## config.mk

```make
export PLATFORM = sky130hd
export DESIGN_NAME = serial_subtractor
export DESIGN_NICKNAME = d
export VERILOG_FILES = /design/src/rtl/serial_subtractor.sv
export SDC_FILE = /design/constraint.sdc
export NUM_CORES = 1
export LEC_CHECK = 0
export BUFFER_PORTS_ARGS = -buffer_cell sky130_fd_sc_hd__buf_2
export CAP_MARGIN = 10
export CORE_ASPECT_RATIO = 1.4
export CORE_UTILIZATION = 47
export CTS_CLUSTER_SIZE = 8
export DETAILED_ROUTE_END_ITERATION = 16
export GPL_TIMING_DRIVEN = 0
export MAX_ROUTING_LAYER = met4
export PLACE_DENSITY_LB_ADDON = 0.1
export SYNTH_ARGS = -nofsm -noshare
export SYNTH_HDL_FRONTEND = slang
export SYNTH_SLANG_ARGS = --single-unit
export TNS_END_PERCENT = 100
```

## constraint.sdc

```tcl
create_clock -name clk -period 2.9 [get_ports clk]
set_input_delay 0.145 -clock clk [delete_from_list [all_inputs] [get_ports clk]]
set_output_delay 0.145 -clock clk [all_outputs]
set_load 0.02 [all_outputs]
```

## src/rtl/serial_subtractor.sv

```systemverilog
// Bit-serial unsigned subtractor: computes (minuend - subtrahend) one bit per
// clock, LSB first, with a ready/valid handshake on both operands and result.
//
// state | meaning
// IDLE  | waiting for an operation; start_ready high
// SHIFT | processing one operand bit per cycle; busy high
// DONE  | diff/borrow_out valid, held until result_ready
module serial_subtractor #(
    parameter int WIDTH = 8
) (
    input  logic             clk,
    input  logic             reset,
    input  logic             start_valid,
    output logic             start_ready,
    input  logic [WIDTH-1:0] minuend,
    input  logic [WIDTH-1:0] subtrahend,
    output logic [WIDTH-1:0] diff,
    output logic             borrow_out,
    output logic             result_valid,
    input  logic             result_ready,
    output logic             busy
);

    localparam int CW = $clog2(WIDTH + 1);

    typedef enum logic [1:0] {
        IDLE,
        SHIFT,
        DONE
    } state_t;

    state_t           state;
    state_t           state_next;
    logic [WIDTH-1:0] a_sr;
    logic [WIDTH-1:0] b_sr;
    logic [WIDTH-1:0] res_sr;
    logic [WIDTH-1:0] res_next;
    logic [CW-1:0]    cnt;
    logic             bw;
    logic             bw_next;
    logic             d_bit;
    logic             last_bit;
    logic             accept;

    assign d_bit    = a_sr[0] ^ b_sr[0] ^ bw;
    assign bw_next  = (~a_sr[0] & b_sr[0]) | (~(a_sr[0] ^ b_sr[0]) & bw);
    // Shift the new bit in at the MSB; written as shifts so WIDTH=1 stays legal.
    assign res_next = (res_sr >> 1) | (WIDTH'(d_bit) << (WIDTH - 1));
    assign last_bit = (cnt == CW'(WIDTH - 1));
    assign accept   = start_valid & start_ready;

    always_ff @(posedge clk or posedge reset) begin
        if (reset) begin
            state <= IDLE;
        end else begin
            state <= state_next;
        end
    end

    always_comb begin
        state_next   = state;
        start_ready  = 1'b0;
        busy         = 1'b0;
        result_valid = 1'b0;
        case (state)
            IDLE: begin
                start_ready = 1'b1;
                if (start_valid) state_next = SHIFT;
            end
            SHIFT: begin
                busy = 1'b1;
                if (last_bit) state_next = DONE;
            end
            DONE: begin
                result_valid = 1'b1;
                if (result_ready) state_next = IDLE;
            end
            default: state_next = IDLE;
        endcase
    end

    // diff/borrow_out are separate registers loaded only on the final bit, so
    // they keep their last value through IDLE and SHIFT.
    always_ff @(posedge clk or posedge reset) begin
        if (reset) begin
            a_sr       <= '0;
            b_sr       <= '0;
            res_sr     <= '0;
            bw         <= 1'b0;
            cnt        <= '0;
            diff       <= '0;
            borrow_out <= 1'b0;
        end else if (state == SHIFT) begin
            a_sr   <= a_sr >> 1;
            b_sr   <= b_sr >> 1;
            res_sr <= res_next;
            bw     <= bw_next;
            cnt    <= cnt + CW'(1);
            if (last_bit) begin
                diff       <= res_next;
                borrow_out <= bw_next;
            end
        end else if (accept) begin
            a_sr <= minuend;
            b_sr <= subtrahend;
            bw   <= 1'b0;
            cnt  <= '0;
        end
    end

endmodule

```

==> impl_metrics.csv, run 1 <==
group,metric,value,unit
status,outcome,"finished clean",
clocking,cts_max_level,2,
clocking,ctsLongestPathBuffers,2,
clocking,cts_buffers,5,
sta,min_period,1.72,ns
floorplanning,start_util,48.8,%
route,vias,1217,
pwr,p_leak,0.952,nW
clocking,cts_tree,"built",
sta,tns,0,ns
yosys,synth.largest_area_cell,"dfrtp_1",
job,cap_violations,0,
setup_path,crit_type,"reg -> out",
setup_path,r2r_slack,1.20,ns
yosys,synth.top_cell.area_share,59.2,%
setup_path,critical_path_required,2.76,ns
yosys,ys.flop_type,"dfrtp_1",
route,firstDrtPassIters,4,
grt,grt_use_met2,34.2,%
route,drc,0,
placed_design,port_buffers,31,
clocking,cts_setup_buffers,0,
clocking,postCtsHoldBufs,0,
route,routed_wl,3.33,mm
grt,grt_max_degree,40,
placed_design,dp_hpwl,2.41,mm
final_layout,areaGrowthSynthToFinish,18.5,%
floorplanning,dieHeight,72.1,um
route,drt_iter0_markers,34,
hold_path,hp-class,"in -> async",
sta,slew_viol_final,0,
setup_path,startpoint,"state[1]",
yosys,yosysWarnings,0,
floorplanning,core_area,0.00338,mm^2
grt,grt_overflow_total,0,
grt,grt_pass1_vias,1274,
floorplanning,dieArea,0.00375,mm^2
yosys,synth_top_cells_by_count,"dfrtp_1 (39), nand2_1 (37), a22oi_1 (14), o21ai_0 (14), mux2_2 (9)",
final_layout,antenna_cells,0,
final_layout,finalNetCount,210,
grt,antenna_found_initial,0,
yosys,synthCells,150,
setup_path,cp_slowest_stage_delay,0.35,ns
clocking,clk-insertion-delay-late,0.29,ns
setup_path,worst_r2r_path_depth,4,
yosys,syn-num-nets,172,
sta,fmax,581,MHz
clocking,clkTransAtPathRegs,0.07,ns
floorplanning,ios,32,
sta,finClkSkew,0.00780,ns
pwr,ir_worst_vdd,0.634,mV
sta,fin_crit_sh,59.3,%
sta,grt_setup_unrepaired,"no",
sta,setup_viol,0,
placed_design,place.gp.congestion,0.743,
yosys,async_flop_share,100,%
yosys,synthDistinctLibCells,27,
sta,worst_pin_slew,0.791,ns
clocking,clockRootBuffer,"clkbuf_8",
route,final_antenna_net_count,0,
yosys,syn-cell-area,0.00165,mm^2
setup_path,crit_buf_inv,4,
grt,use_met3,5.66,%
setup_path,critPathLaunchType,"register",
yosys,ys_seq_area_share,59.2,%
yosys,yosys-top-cells-area,"dfrtp_1 (59%), nand2_1 (8.4%), a22oi_1 (6.4%), mux2_2 (6.1%), o21ai_0 (4.2%)",
pwr,pwr_density_cell,1030,mW/mm^2
setup_path,cp_max_fo,10,
clocking,cts_resized,0,
setup_path,crit_chain,"buf_6, nand2b_4, buf_4, clkinv_1, buf_2",
setup_path,cpMaxStageDelayCell,"dfrtp_1",
clocking,cts_sinks,39,
final_layout,final_util,57.9,%
floorplanning,die_w,52.1,um
grt,grt_use_total,21.2,%
floorplanning,row_count,25,
yosys,synth-edff-count,0,
yosys,syn_avg_cell_area,11.0,um^2
final_layout,drive_above_1_share,29.1,%
grt,grt_first_pass_wirelength,5.58,mm
sta,hold_violations,0,
yosys,yosys_register_bits,39,
route,wl_per_cell,14.5,um
grt,globalRouteMet1Util,23.9,%
route,vias_per_cell,5.31,
setup_path,reg2reg_to,"diff[3]",
setup_path,worstPathArrival,1.58,ns
grt,grt.busiest_layer,"met2",
yosys,yosysMostFrequentCell,"dfrtp_1",
setup_path,cpLargestDelayFamily,"buffers and inverters",
sta,relSlewSlack,47.2,%
setup_path,reg2reg_from,"cnt[0]",
setup_path,endpoint_kind,"output pin",
-- registers in the layout (all words and copies together) (netlist names) --
signal,count
bw,1
res_sr,7
cnt,4
borrow_out,1
diff,8
b_sr,8
a_sr,8
state,2
-- cells in the final DEF, fill, tap and decap left out, types with 2 or more instances in the layout --
cell type	synthesis	routed
dfrtp_1	39	39
nand2_1	37	37
buf_2	3	34
a22oi_1	14	14
o21ai_0	14	14
mux2_2	9	9
clkbuf_8	0	7
inv_1	6	5
clkbuf_1	3	4
nor2_1	3	3
nor2b_1	2	2
o22ai_1	2	2
a32o_1	2	2
a22o_1	2	2
-- area by class of cell --
class | count | area (um^2)
multi-input cells | 96 | 602
clock buffers | 8 | 100
fillers | 323 | 1420
flip-flops and latches | 39 | 976
well taps | 40 | 50.0
repair buffers | 31 | 155
inverters | 7 | 26.3
plain buffers | 8 | 45.0
-- per-stage QoR --
step / area, um^2 / hold WS (ns) / setup WS [ns] / power [mW] / instances
2_1_floorplan: 1650 / 0.300 / 1.43 / 1.42 / 150
3_3_place_gp: 1850 / 0.404 / 1.24 / 1.61 / 221
3_5_place_dp: 1850 / 0.342 / 1.18 / 1.66 / 221
4_1_cts: 1950 / 0.0298 / 1.13 / 2.05 / 229
5_1_grt: 1950 / 0.0682 / 1.07 / 2.18 / 229
6_report: 1950 / 0.00582 / 1.18 / 2.02 / 229
-- worst max-delay path by stage --
stage,cells after the start,to
3_5_place_dp,4,diff[2]
2_1_floorplan,4,diff[0]
3_3_place_gp,4,diff[0]
5_1_grt,4,diff[2]
4_1_cts,5,busy
6_report,5,busy
-- per-layer routing --
metal  up-vias  part of all wire (%)  routed length [um]
li1        592                     -                   -
met1       589                    42                1390
met2        28                    52                1730
met3         8                   3.9                 131
met4         0                   2.3                  77
met5         -                     0                   0
-- cell families after synthesis --
| kind of cell | synth area share (%) |
|---|---|
| multiplexers | 6.75 |
| buffers and inverters | 4.32 |
| AO/OA/AOI/OAI | 15.8 |
| AND/OR/NAND/NOR | 12.0 |
| flip-flops | 59.2 |
| adder cells (fa/ha/maj) | 1.97 |
-- report_power, final --
| group | internal, mW | switching, mW | total, mW |
|---|---|---|---|
| logic | 0.302 | 0.415 | 0.718 |
| clock network | 0.217 | 0.173 | 0.389 |
| registers | 0.766 | 0.144 | 0.909 |
| total | 1.28 | 0.732 | 2.02 |
(Power assumes the default switching activity.)
==> run 2: changes to the inputs <==
- clock period: 2.9 -> 1.7 ns (I/O delays scaled with it)
==> run 2 against run 1 <==
  * Clock power grew 70%
  * Die area stayed put
  * Sequential power rose by 71%
  * Worst hold slack improved by 0.040 ns
  * Sequential share of layout area shrank 0.97 points
  * Non-clock buffer count up 3
  * Combinational power increased by 75%
  * Global-route usage did not move
  * First-iteration DRC count rose by 8.8%
  * Clock skew is 0.00059 ns lower
  * Sequential cell count did not move
  * Critical endpoint is now diff[3]
  * Highest routed layer unchanged
==> impl_metrics.csv, run 2 (synthesis results as in run 1) <==
group,metric,value,unit
route,vias,1232,
pwr,ir_worst_vdd,1.08,mV
sta,relSlewSlack,47.3,%
grt,grt_first_pass_wirelength,5.58,mm
grt,grt_pass1_vias,1283,
setup_path,cpMaxStageDelayCell,"dfrtp_1",
route,firstDrtPassIters,4,
final_layout,layout_common_cells,"dfrtp_1 (39), nand2_1 (37), buf_2 (34)",
setup_path,cp_max_fo,9,
setup_path,reg2reg_from,"cnt[0]",
route,final_antenna_net_count,0,
final_layout,areaGrowthSynthToFinish,20.9,%
route,routed_wl,3.33,mm
sta,setup_slack,0.135,ns
placed_design,port_buffers,31,
final_layout,fillers,319,
route,vias_per_cell,5.31,
final_layout,antenna_cells,0,
route,wl_per_cell,14.3,um
placed_design,dp_hpwl,2.41,mm
setup_path,cp_slowest_stage_delay,0.41,ns
status,outcome,"finished clean",
setup_path,crit_chain,"ha_1, nand2_1, nor3_4, buf_12, mux2_2",
floorplanning,start_util,48.8,%
setup_path,critical_path_required,1.87,ns
sta,fin_crit_sh,92.1,%
sta,tns,0,ns
pwr,p_leak,0.972,nW
pwr,pwr_density_cell,1740,mW/mm^2
setup_path,endpoint_kind,"register",
pwr,p_total,3.47,mW
route,top_layer_used,"met4",
floorplanning,core_area,0.00338,mm^2
route,drt_iter0_markers,37,
floorplanning,dieHeight,72.1,um
sta,fmax,639,MHz
setup_path,cpLargestDelayFamily,"flip-flops",
sta,setup_viol,0,
final_layout,reg_top3,"a_sr x8, b_sr x8, diff x8",
sta,holdWs,0.0461,ns
setup_path,worstPathArrival,1.73,ns
route,met3_length,135,um
setup_path,crit_buf_inv,1,
final_layout,drive_above_1_share,30.2,%
hold_path,hold_path_startpoint,"minuend[7]",
hold_path,hp-class,"in -> reg",
sta,finClkSkew,0.00721,ns
route,wl_met1,1.37,mm
final_layout,mostFrequentLayoutCell,"dfrtp_1",
route,drc,0,
clocking,clockRootBuffer,"clkbuf_8",
clocking,clk-insertion-delay-late,0.29,ns
sta,grt_setup_unrepaired,"no",
clocking,clkTransAtPathRegs,0.07,ns
final_layout,final_util,59.0,%
clocking,cts_tree,"built",
grt,grt_overflow_total,0,
final_layout,finalNetCount,213,
grt,grt_use_total,21.2,%
floorplanning,die_w,52.1,um
setup_path,critPathLaunchType,"register",
placed_design,place.gp.congestion,0.743,
placed_design,post-place-ws,-0.0214,ns
setup_path,crit_type,"reg -> reg",
clocking,ctsLongestPathBuffers,2,
clocking,cts_buffers,5,
setup_path,startpoint,"cnt[0]",
grt,grt_max_degree,40,
floorplanning,row_count,25,
grt,antenna_found_initial,0,
job,cap_violations,0,
clocking,cts_max_level,2,
floorplanning,ios,32,
sta,hold_violations,0,
clocking,cts_sinks,39,
sta,worst_pin_slew,0.790,ns
sta,min_period,1.56,ns
route,routed-wl-met2,1.74,mm
sta,slew_viol_final,0,
floorplanning,dieArea,0.00375,mm^2
## run 2: area by class of cell
| class | count | area (um^2) | share of cell area [%] |
|---|---|---|---|
| Clock buffer | 8 | 100 | 5.02 |
| Multi-Input combinational cell | 96 | 602 | 30.2 |
| Buffer | 8 | 45.0 | 2.26 |
| Tap cell | 40 | 50.0 | 2.51 |
| Inverter | 7 | 27.5 | 1.38 |
| Sequential cell | 39 | 976 | 49.0 |
| Timing Repair Buffer | 34 | 193 | 9.67 |
## run 2: timing repair
item                                   in CTS  in global routing
gates resized for setup                     1                  0
buffers inserted                            2                  0
hold buffers                                1                  0
setup endpoints to repair                   9                  0
endpoints found under the hold margin      39                  0
## run 2: metrics by stage
step | cell area (um^2) | instances
global route | 1990 | 232
global placement | 1850 | 221
detailed placement | 1850 | 221
CTS | 1990 | 232
finish | 1990 | 232
floorplan | 1650 | 150
## run 2: power by group
group | total [mW] | switching, mW | internal [mW]
clock network | 0.663 | 0.293 | 0.370
logic | 1.26 | 0.715 | 0.541
registers | 1.55 | 0.246 | 1.31
## run 2: routing by layer
layer	vias up	global-route usage [%]
li1	597	-
met1	597	23.7
met2	30	34.5
met3	8	5.66
met4	0	10.5
met5	-	-
## run 2: path summary, 6_finish.rpt
| path | end | slack, ns | depth (start not counted) |
|---|---|---|---|
| setup / recovery | diff[3] | 0.14 | 5 |
| hold / removal | a_sr[7] | 0.05 | 2 |
| setup reg to reg | diff[3] | 0.14 | 5 |
| hold reg to reg | b_sr[2] | 0.48 | 2 |
| max in group asynchronous | cnt[2] | 0.70 | 3 |
| min in group asynchronous | borrow_out | 0.50 | 3 |
